===== config.mk =====
export PLATFORM = sky130hd
export DESIGN_NAME = pipe_ctrl
export DESIGN_NICKNAME = d
export VERILOG_FILES = /design/src/rtl/pipe_ctrl_pkg.sv /design/src/rtl/pipe_ctrl_hazard_lu_detect.sv /design/src/rtl/pipe_ctrl.sv
export SDC_FILE = /design/constraint.sdc
export NUM_CORES = 1
export LEC_CHECK = 0
export BUFFER_PORTS_ARGS = -buffer_cell sky130_fd_sc_hd__buf_2
export CORE_ASPECT_RATIO = 0.75
export CORE_MARGIN = 2
export CORE_UTILIZATION = 50
export CTS_CLUSTER_SIZE = 30
export DETAILED_ROUTE_END_ITERATION = 16
export PLACE_DENSITY = 0.78
export SYNTH_ARGS = -nofsm -noshare
export SYNTH_HDL_FRONTEND = slang
export SYNTH_HIERARCHICAL = 1
export SYNTH_SLANG_ARGS = --single-unit
export TNS_END_PERCENT = 20

===== constraint.sdc =====
create_clock -name clk -period 2.7 [get_ports clk]
set_input_delay 0.27 -clock clk [delete_from_list [all_inputs] [get_ports clk]]
set_output_delay 0.27 -clock clk [all_outputs]
set_load 0.02 [all_outputs]

===== src/rtl/pipe_ctrl_pkg.sv =====
// Shared constants for the six-stage pipeline stall/flush controller:
// stage indices, FSM encoding, bubble PC and timeout default.
package pipe_ctrl_pkg;

    // Index of each register's write enable; flush bits share the index (PC has none).
    localparam int STG_PC     = 0;
    localparam int STG_IF_ID  = 1;
    localparam int STG_ID_EXE = 2;
    localparam int STG_EXE_MM1 = 3;
    localparam int STG_MM1_MM2 = 4;
    localparam int STG_MM2_WB = 5;

    localparam logic [0:0] ST_IDLE    = 1'b0;
    localparam logic [0:0] ST_MD_BUSY = 1'b1;

    localparam logic [31:0] BUBBLE_PC = 32'h0000_0000;

    localparam int MEM_TIMEOUT_DEFAULT = 1024;

    // r0 is never a real producer, so a zero destination never creates a hazard.
    function automatic logic lu_match(input logic [4:0] src, input logic src_re,
                                      input logic [4:0] dst, input logic dst_load);
        return src_re && dst_load && (dst != 5'd0) && (src == dst);
    endfunction

endpackage


===== src/rtl/pipe_ctrl_hazard_lu_detect.sv =====
// Load-use comparator: two ID sources against the load destinations in EXE and MM1.
module hazard_lu_detect
    import pipe_ctrl_pkg::*;
(
    input  logic [4:0] id_rj,
    input  logic [4:0] id_rk,
    input  logic       id_rj_re,
    input  logic       id_rk_re,
    input  logic [4:0] exe_reg_d,
    input  logic       exe_reg_d_wen,
    input  logic       exe_mm_re,
    input  logic [4:0] mm1_reg_d,
    input  logic       mm1_reg_d_wen,
    input  logic       mm1_mm_re,
    output logic       lu
);

    logic exe_load;
    logic mm1_load;

    assign exe_load = exe_reg_d_wen & exe_mm_re;
    assign mm1_load = mm1_reg_d_wen & mm1_mm_re;

    assign lu = lu_match(id_rj, id_rj_re, exe_reg_d, exe_load)
              | lu_match(id_rk, id_rk_re, exe_reg_d, exe_load)
              | lu_match(id_rj, id_rj_re, mm1_reg_d, mm1_load)
              | lu_match(id_rk, id_rk_re, mm1_reg_d, mm1_load);

endmodule


===== src/rtl/pipe_ctrl.sv =====
// Central stall/flush controller: prioritised hazard resolution driving wen/flush
// of every pipeline register, plus stall statistics and a memory-timeout monitor.
module pipe_ctrl
    import pipe_ctrl_pkg::*;
#(
    parameter int MEM_TIMEOUT = MEM_TIMEOUT_DEFAULT
) (
    input  logic        clk,
    input  logic        rst,
    input  logic [4:0]  id_rj,
    input  logic [4:0]  id_rk,
    input  logic        id_rj_re,
    input  logic        id_rk_re,
    input  logic [4:0]  exe_reg_d,
    input  logic [4:0]  mm1_reg_d,
    input  logic        exe_reg_d_wen,
    input  logic        exe_mm_re,
    input  logic        mm1_reg_d_wen,
    input  logic        mm1_mm_re,
    input  logic        exe_md_start,
    input  logic        md_done,
    input  logic        exe_br_taken,
    input  logic        if_valid,
    input  logic        mm1_mm_req,
    input  logic        dmem_req_ack,
    input  logic        mm2_mm_re,
    input  logic        dmem_rdata_valid,
    input  logic        wb_excp,
    output logic        wen_pc,
    output logic        wen_if_id,
    output logic        wen_id_exe,
    output logic        wen_exe_mm1,
    output logic        wen_mm1_mm2,
    output logic        wen_mm2_wb,
    output logic        flush_if_id,
    output logic        flush_id_exe,
    output logic        flush_exe_mm1,
    output logic        flush_mm1_mm2,
    output logic        flush_mm2_wb,
    output logic        md_ack,
    output logic        md_cancel,
    output logic [31:0] stall_cnt,
    output logic        mem_timeout_err
);

    localparam int TW = $clog2(MEM_TIMEOUT + 1);
    localparam logic [TW-1:0] TMO_MAX = TW'(MEM_TIMEOUT);

    logic [0:0]    state;
    logic [0:0]    state_next;
    logic          busy;
    logic          excp, mem_d, mem_r, md, br, lu, fb;
    logic [5:0]    wen;
    logic [5:1]    flush;
    logic [TW-1:0] tmo_cnt;

    hazard_lu_detect u_lu (
        .id_rj        (id_rj),
        .id_rk        (id_rk),
        .id_rj_re     (id_rj_re),
        .id_rk_re     (id_rk_re),
        .exe_reg_d    (exe_reg_d),
        .exe_reg_d_wen(exe_reg_d_wen),
        .exe_mm_re    (exe_mm_re),
        .mm1_reg_d    (mm1_reg_d),
        .mm1_reg_d_wen(mm1_reg_d_wen),
        .mm1_mm_re    (mm1_mm_re),
        .lu           (lu)
    );

    // Outputs follow the IDLE equations while rst is held, even before the first edge.
    assign busy  = (state == ST_MD_BUSY) && !rst;
    assign excp  = wb_excp;
    assign mem_d = mm2_mm_re & ~dmem_rdata_valid;
    assign mem_r = mm1_mm_req & ~dmem_req_ack;
    assign md    = busy ? ~md_done : (exe_md_start & ~md_done);
    assign br    = exe_br_taken;
    assign fb    = ~if_valid;

    // A branch sits below every freeze, so it is only taken once EXE is allowed to move.
    always_comb begin
        wen       = '1;
        flush     = '0;
        md_cancel = 1'b0;
        if (excp) begin
            flush     = '1;
            md_cancel = 1'b1;
        end else if (mem_d) begin
            wen = '0;
        end else if (mem_r) begin
            wen[STG_MM1_MM2:STG_PC] = '0;
            flush[STG_MM2_WB]       = 1'b1;
        end else if (md) begin
            wen[STG_ID_EXE:STG_PC] = '0;
            flush[STG_EXE_MM1]     = 1'b1;
        end else if (br) begin
            flush[STG_IF_ID]  = 1'b1;
            flush[STG_ID_EXE] = 1'b1;
        end else if (lu) begin
            wen[STG_IF_ID:STG_PC] = '0;
            flush[STG_ID_EXE]     = 1'b1;
        end else if (fb) begin
            flush[STG_IF_ID] = 1'b1;
        end
    end

    assign md_ack = wen[STG_EXE_MM1] & ~flush[STG_EXE_MM1] & md_done
                  & (busy | exe_md_start);

    always_comb begin
        state_next = state;
        if (!busy) begin
            if (exe_md_start && !md_done && !excp) state_next = ST_MD_BUSY;
        end else if (md_ack || excp) begin
            state_next = ST_IDLE;
        end
    end

    always_ff @(posedge clk) begin
        if (rst) begin
            state           <= ST_IDLE;
            stall_cnt       <= 32'd0;
            tmo_cnt         <= '0;
            mem_timeout_err <= 1'b0;
        end else begin
            state <= state_next;
            if (!wen[STG_PC]) stall_cnt <= stall_cnt + 32'd1;
            if (mem_d || mem_r) begin
                if (tmo_cnt != TMO_MAX) tmo_cnt <= tmo_cnt + TW'(1);
                if (tmo_cnt >= TMO_MAX - TW'(1)) mem_timeout_err <= 1'b1;
            end else begin
                tmo_cnt <= '0;
            end
        end
    end

    assign wen_pc        = wen[STG_PC];
    assign wen_if_id     = wen[STG_IF_ID];
    assign wen_id_exe    = wen[STG_ID_EXE];
    assign wen_exe_mm1   = wen[STG_EXE_MM1];
    assign wen_mm1_mm2   = wen[STG_MM1_MM2];
    assign wen_mm2_wb    = wen[STG_MM2_WB];
    assign flush_if_id   = flush[STG_IF_ID];
    assign flush_id_exe  = flush[STG_ID_EXE];
    assign flush_exe_mm1 = flush[STG_EXE_MM1];
    assign flush_mm1_mm2 = flush[STG_MM1_MM2];
    assign flush_mm2_wb  = flush[STG_MM2_WB];

endmodule


==> results of run 1 <==
==> logic make-up after synthesis <==
logic type               share of synthesized area
adder cells (fa/ha/maj)                     0.0142
multiplexers                               0.00803
AND/OR/NAND/NOR                              0.296
AO/OA/AOI/OAI                                0.176
XOR/XNOR                                     0.119
buffers and inverters                       0.0468
flip-flops                                   0.340
==> power groups by stage <==
stage / combinational (mW) / clock, mW / sequential (mW)
3_5_place_dp: 0.167 / 0 / 0.689
2_1_floorplan: 0.0969 / 0 / 0.691
4_1_cts: 0.168 / 0.419 / 0.673
5_1_grt: 0.183 / 0.444 / 0.674
6_report: 0.170 / 0.410 / 0.673
3_3_place_gp: 0.162 / 0 / 0.689
==> synth_stat cells (7+ instances only) <==
master and count:
nor2_1 26, o21ai_0 15, xnor2_1 10, nand2b_1 8, nand3_1 13, or3_1 8, dfxtp_1 45, inv_1 7
xor2_1 26, a21oi_1 26, o31ai_1 11, nor3_1 9, nand2_1 20
==> per-layer routing <==
metal / track usage / vias up
li1: - / 1296
met3: 0.0508 / 9
met1: 0.302 / 1221
met2: 0.370 / 74
met4: 0.0568 / 0
met5: 0 / -
==> stage by stage <==
| step | area, um2 | setup slack (ns) | std cells | util |
|---|---|---|---|---|
| final | 3180 | 0.273 | 469 | 0.635 |
| after CTS | 3180 | 0.313 | 469 | 0.635 |
| after global routing | 3180 | 0.0921 | 469 | 0.635 |
| after floorplan | 2650 | 0.466 | 314 | - |
| after detailed placement | 3100 | 0.0549 | 461 | 0.618 |
| after global placement | 3100 | 0.143 | 461 | 0.618 |
==> final cells by class <==
class	instances	share of cell area
sequential	45	0.283
clock buffer	6	0.0228
clock inverter	2	0.00315
tap	72	0.0283
inverter	7	0.00826
multi-input combinational	249	0.511
timing repair buffer	88	0.143
==> final timing paths <==
path,end,slack (ns)
max,wen_if_id,0.27
max reg2reg,stall_cnt[23]$_SDFFE_PP0N_,0.54
min,state$_SDFFE_PP0P_,0.37
min reg2reg,stall_cnt[31]$_SDFFE_PP0N_,0.50
==> flip-flops by register name, summed over array words and instances, names as in the netlist <==
| signal | flops |
|---|---|
| mem_timeout_err | 1 |
| stall_cnt | 32 |
| state | 1 |
| tmo_cnt | 11 |
==> critical path: stages <==
cell and delay [ns]:
buf_2 0.13, xor2_1 0.16, nor4_1 0.31, a32oi_1 0.16
o22ai_1 0.26, nand2b_1 0.10, and3_1 0.20, a21oi_1 0.32
inv_1 0.09, buf_2 0.17
==> impl_metrics.ini, run 1 <==
[route]
drt_iter0_drc = 180
dr.pass1.iters = 4
drt-wirelength-per-cell_um = 14.1
drt_drc_violations_left = 0
met2_length_um = 3040
drt.antenna.violating_nets = 0
vias = 2600
wl_um = 6630
viasPerCell = 5.54
wl_met1_um = 3170
top_layer_used = met4
met3_length_um = 360

[timing]
setup_viol = 0
fin_setup_tns_ns = 0
clock_skew_ns = 0.00367
maxSlewHeadroom = 0.528
holdWs_ns = 0.366
max_freq_mhz = 412
fin_crit_sh = 0.899
finalHoldViolations = 0
rsz0062_at_grt = false
final_max_slew_viol_count = 0
worst_pin_slew_ns = 0.702
min_period_ns = 2.43

[status]
status = finished, final reports clean

[logic_synthesis]
synth-edff-count = 0
synth_top_area_share = 0.340
ys_types = 50
synth_cells = 314
synthTopCellsByArea = dfxtp_1 34%, xor2_1 8.6%, a21oi_1 4.9%, nor2_1 3.7%, xnor2_1 3.3%
synth-seq-cells = 45
syn_area_mm2 = 0.00265
avgSynthCellArea_um2 = 8.44
synth-main-ff-cell = dfxtp_1
ys_warn_count = 6
yosysSeqAreaShare = 0.340
async_flop_share = 0
yosysTopAreaCell = dfxtp_1
syn_nets = 354

[floorplan]
dieArea_mm2 = 0.00590
core-area_mm2 = 0.00501
pin_count = 83
chipHeight_um = 67.0
start_util = 0.529
die_x_um = 88.0
rows = 22

[finish]
final_layout_size_suffix_gt1_frac = 0.280
syn_to_final_growth_pct = 20.0
multi_input_area_mm2 = 0.00162
nets = 436
final_cell_mix = 82 x buf_2, 45 x dfxtp_1, 26 x a21oi_1, 26 x nor2_1, 26 x xor2_1
final_common_cell = buf_2
seqCellArea_um2 = 901
nFillCells = 447
antenna_cells = 0

[power]
p_int_uw = 916
p_switching_uw = 337
pwr-share-clk = 0.327
p_sw_frac = 0.269
p_per_area_mw_per_mm2 = 394
irDropWorstVdd_v = 0.000337
leakage_nw = 1.27
design_power_total_mw = 1.25
power_frac_comb = 0.136
power.share.sequential = 0.537

[worst_setup_path]
worstPathArrival_ns = 2.16
r2r_start = stall_cnt[6]$_SDFFE_PP0N_
r2r_cells = 5
end_kind = output pin
cp-start-kind = input port
cp_max_fo = 4
crit_path_start = exe_reg_d[3]
path_class = input port to output pin
cp.required_ns = 2.43

[grt]
grt_max_degree = 31
grt_pass1_vias = 2293
antenna_found_initial = 0
grt_usage = 0.226
grt_pass1_wl_um = 10500
overflow = 0

[placed_design]
gp_congestion = 0.926
port_buffers = 82
hpwl_um = 5080

[clock_network]
clock_latency_ns = 0.30
cts_buffers = 5
root_buffer = clkbuf_8
cts-htree-levels = 2
cts.repair.resized = 0
clk_pin_slew_worst_paths_ns = 0.08
cts.sinks = 45
cts_buffer_depth = 2
cts_tree = built
post-cts-setup-buffers = 0
cts_hold_buf = 0

[worst_hold_path]
min-delay-start = md_done
holdPathStages = 3
min_path_type = input port to flip-flop

[job]
cap_violations = 0
(Power assumes the default switching activity.)
==> inputs of run 2 (changes only) <==
--- a/config.mk
+++ b/config.mk
@@ -6,12 +6,14 @@
 export NUM_CORES = 1
 export LEC_CHECK = 0
 export BUFFER_PORTS_ARGS = -buffer_cell sky130_fd_sc_hd__buf_2
+export CELL_PAD_IN_SITES_DETAIL_PLACEMENT = 0
+export CELL_PAD_IN_SITES_GLOBAL_PLACEMENT = 1
 export CORE_ASPECT_RATIO = 0.75
 export CORE_MARGIN = 2
-export CORE_UTILIZATION = 50
+export CORE_UTILIZATION = 37
 export CTS_CLUSTER_SIZE = 30
 export DETAILED_ROUTE_END_ITERATION = 16
-export PLACE_DENSITY = 0.78
+export PLACE_DENSITY_LB_ADDON = 0.1
 export SYNTH_ARGS = -nofsm -noshare
 export SYNTH_HDL_FRONTEND = slang
 export SYNTH_HIERARCHICAL = 1
==> impl_metrics.ini, run 2 (synthesis results as in run 1) <==
[status]
status = finished, final reports clean

[placed_design]
pre_cts_ws_ns = 0.0553
gp_congestion = 0.917
hpwl_um = 5050
port_buffers = 82

[job]
cap_violations = 0

[floorplan]
start_util = 0.386
die_x_um = 102
core-area_mm2 = 0.00686
rows = 26
pin_count = 83
chipHeight_um = 77.3
dieArea_mm2 = 0.00786

[finish]
nFillCells = 723
reg_top3 = stall_cnt x32, tmo_cnt x11
final_common_cell = buf_2
final_cell_mix = 82 x buf_2, 45 x dfxtp_1, 26 x a21oi_1, 26 x nor2_1, 26 x xor2_1
final_layout_size_suffix_gt1_frac = 0.286
seqCellArea_um2 = 901
final_util = 0.471
largest_register_ffs = 32
multi_input_area_mm2 = 0.00162
nets = 438
regMostFlops = stall_cnt
antenna_cells = 0
syn_to_final_growth_pct = 22.1

[timing]
worst_pin_slew_ns = 0.620
finalHoldViolations = 0
worst_slack_ns = 0.334
setup_viol = 0
max_freq_mhz = 423
final_max_slew_viol_count = 0
fin_crit_sh = 0.876
fin_setup_tns_ns = 0
clock_skew_ns = 0.00773
min_period_ns = 2.37
rsz0062_at_grt = false
maxSlewHeadroom = 0.584

[route]
drt_iter0_drc = 66
drt.antenna.violating_nets = 0
drt-wirelength-per-cell_um = 13.5
viasPerCell = 5.13
dr.pass1.iters = 4
wl_um = 6690
drt_drc_violations_left = 0
vias = 2552

[clock_network]
cts-htree-levels = 2
clock_latency_ns = 0.30
cts.sinks = 45
post-cts-setup-buffers = 0
clk_pin_slew_worst_paths_ns = 0.08
cts_buffers = 5
root_buffer = clkbuf_8
cts_buffer_depth = 2
cts.repair.resized = 0
cts_tree = built
cts_hold_buf = 0

[power]
leakage_nw = 1.28
power_frac_comb = 0.131
pwr-share-clk = 0.339
power.share.sequential = 0.530
irDropWorstVdd_v = 0.000303
p_sw_frac = 0.276
p_int_uw = 920
p_switching_uw = 350
p_per_area_mw_per_mm2 = 393

[worst_setup_path]
worstPathArrival_ns = 2.10
cp_max_fo = 4
end_kind = output pin
r2r_end = stall_cnt[26]$_SDFFE_PP0N_
r2r_start = stall_cnt[7]$_SDFFE_PP0N_
path_class = input port to output pin
r2r_cells = 5
cp-start-kind = input port
cp.required_ns = 2.43
regToRegSetupSlack_ns = 0.60

[grt]
overflow = 0
grt_max_degree = 31
grt_pass1_vias = 2280
grt_usage = 0.173
grt_pass1_wl_um = 11100
antenna_found_initial = 0

[worst_hold_path]
min_path_type = input port to flip-flop
holdPathStages = 3
min-delay-start = md_done
hold-path-endpoint = state$_SDFFE_PP0P_
==> run 2: cell types whose count changed in the layout (fill, tap and decap cells not counted), sizes merged <==
cell      delta
clkinvlp     +1
clkinv       -1
clkbuf       -1
buf          +2
inv          +1
==> run 2: layout make-up <==
| class | instances | share of cell area |
|---|---|---|
| Multi-Input combinational cell | 249 | 0.502 |
| Inverter | 7 | 0.00812 |
| Tap cell | 98 | 0.0379 |
| Clock inverter | 3 | 0.00658 |
| Clock buffer | 5 | 0.0213 |
| Timing Repair Buffer | 90 | 0.145 |
| Sequential cell | 45 | 0.279 |
==> run 2: critical path, cell delays in order <==
cell and delay, ns:
buf_2 0.12, xor2_1 0.16, nor4_1 0.33, a32oi_1 0.09
o22ai_1 0.24, nand2b_1 0.10, and3_1 0.20, a21oi_1 0.32
inv_1 0.09, buf_2 0.17
==> run 2: worst max path at each step <==
stage | start | to | slack, ns | cells after the start
finish | exe_reg_d[4] | wen_pc | 0.33 | 10
global route | id_rk[3] | wen_pc | 0.14 | 10
CTS | exe_reg_d[3] | wen_if_id | 0.33 | 10
detailed placement | exe_reg_d[3] | stall_cnt[12]$_SDFFE_PP0N_ | 0.06 | 11
global placement | exe_reg_d[3] | stall_cnt[12]$_SDFFE_PP0N_ | 0.11 | 11
floorplan | mm1_reg_d[1] | stall_cnt[9]$_SDFFE_PP0N_ | 0.47 | 10
==> run 2: power by group through the flow <==
stage	Combinational (mW)	Sequential, mW	Clock, mW
3_3_place_gp	0.165	0.689	0
4_1_cts	0.167	0.674	0.450
5_1_grt	0.183	0.675	0.480
3_5_place_dp	0.166	0.689	0
6_report	0.166	0.674	0.431
2_1_floorplan	0.0969	0.691	0
==> run 2: routing by layer <==
layer | routed length, um | up-vias | global-route usage
met1 | 3360 | 1174 | 0.253
met5 | 0 | - | 0
met2 | 2890 | 71 | 0.262
met3 | 395 | 4 | 0.0356
li1 | - | 1303 | -
met4 | 43 | 0 | 0.0365
==> run 2: through the flow <==
step | instance area (um2) | power (mW) | hold slack (ns) | cells
6_report | 3230 | 1.27 | 0.352 | 497
5_1_grt | 3230 | 1.34 | 0.381 | 497
4_1_cts | 3230 | 1.29 | 0.345 | 497
3_5_place_dp | 3140 | 0.855 | 0.481 | 489
3_3_place_gp | 3140 | 0.854 | 0.469 | 489
2_1_floorplan | 2650 | 0.788 | 0.476 | 314
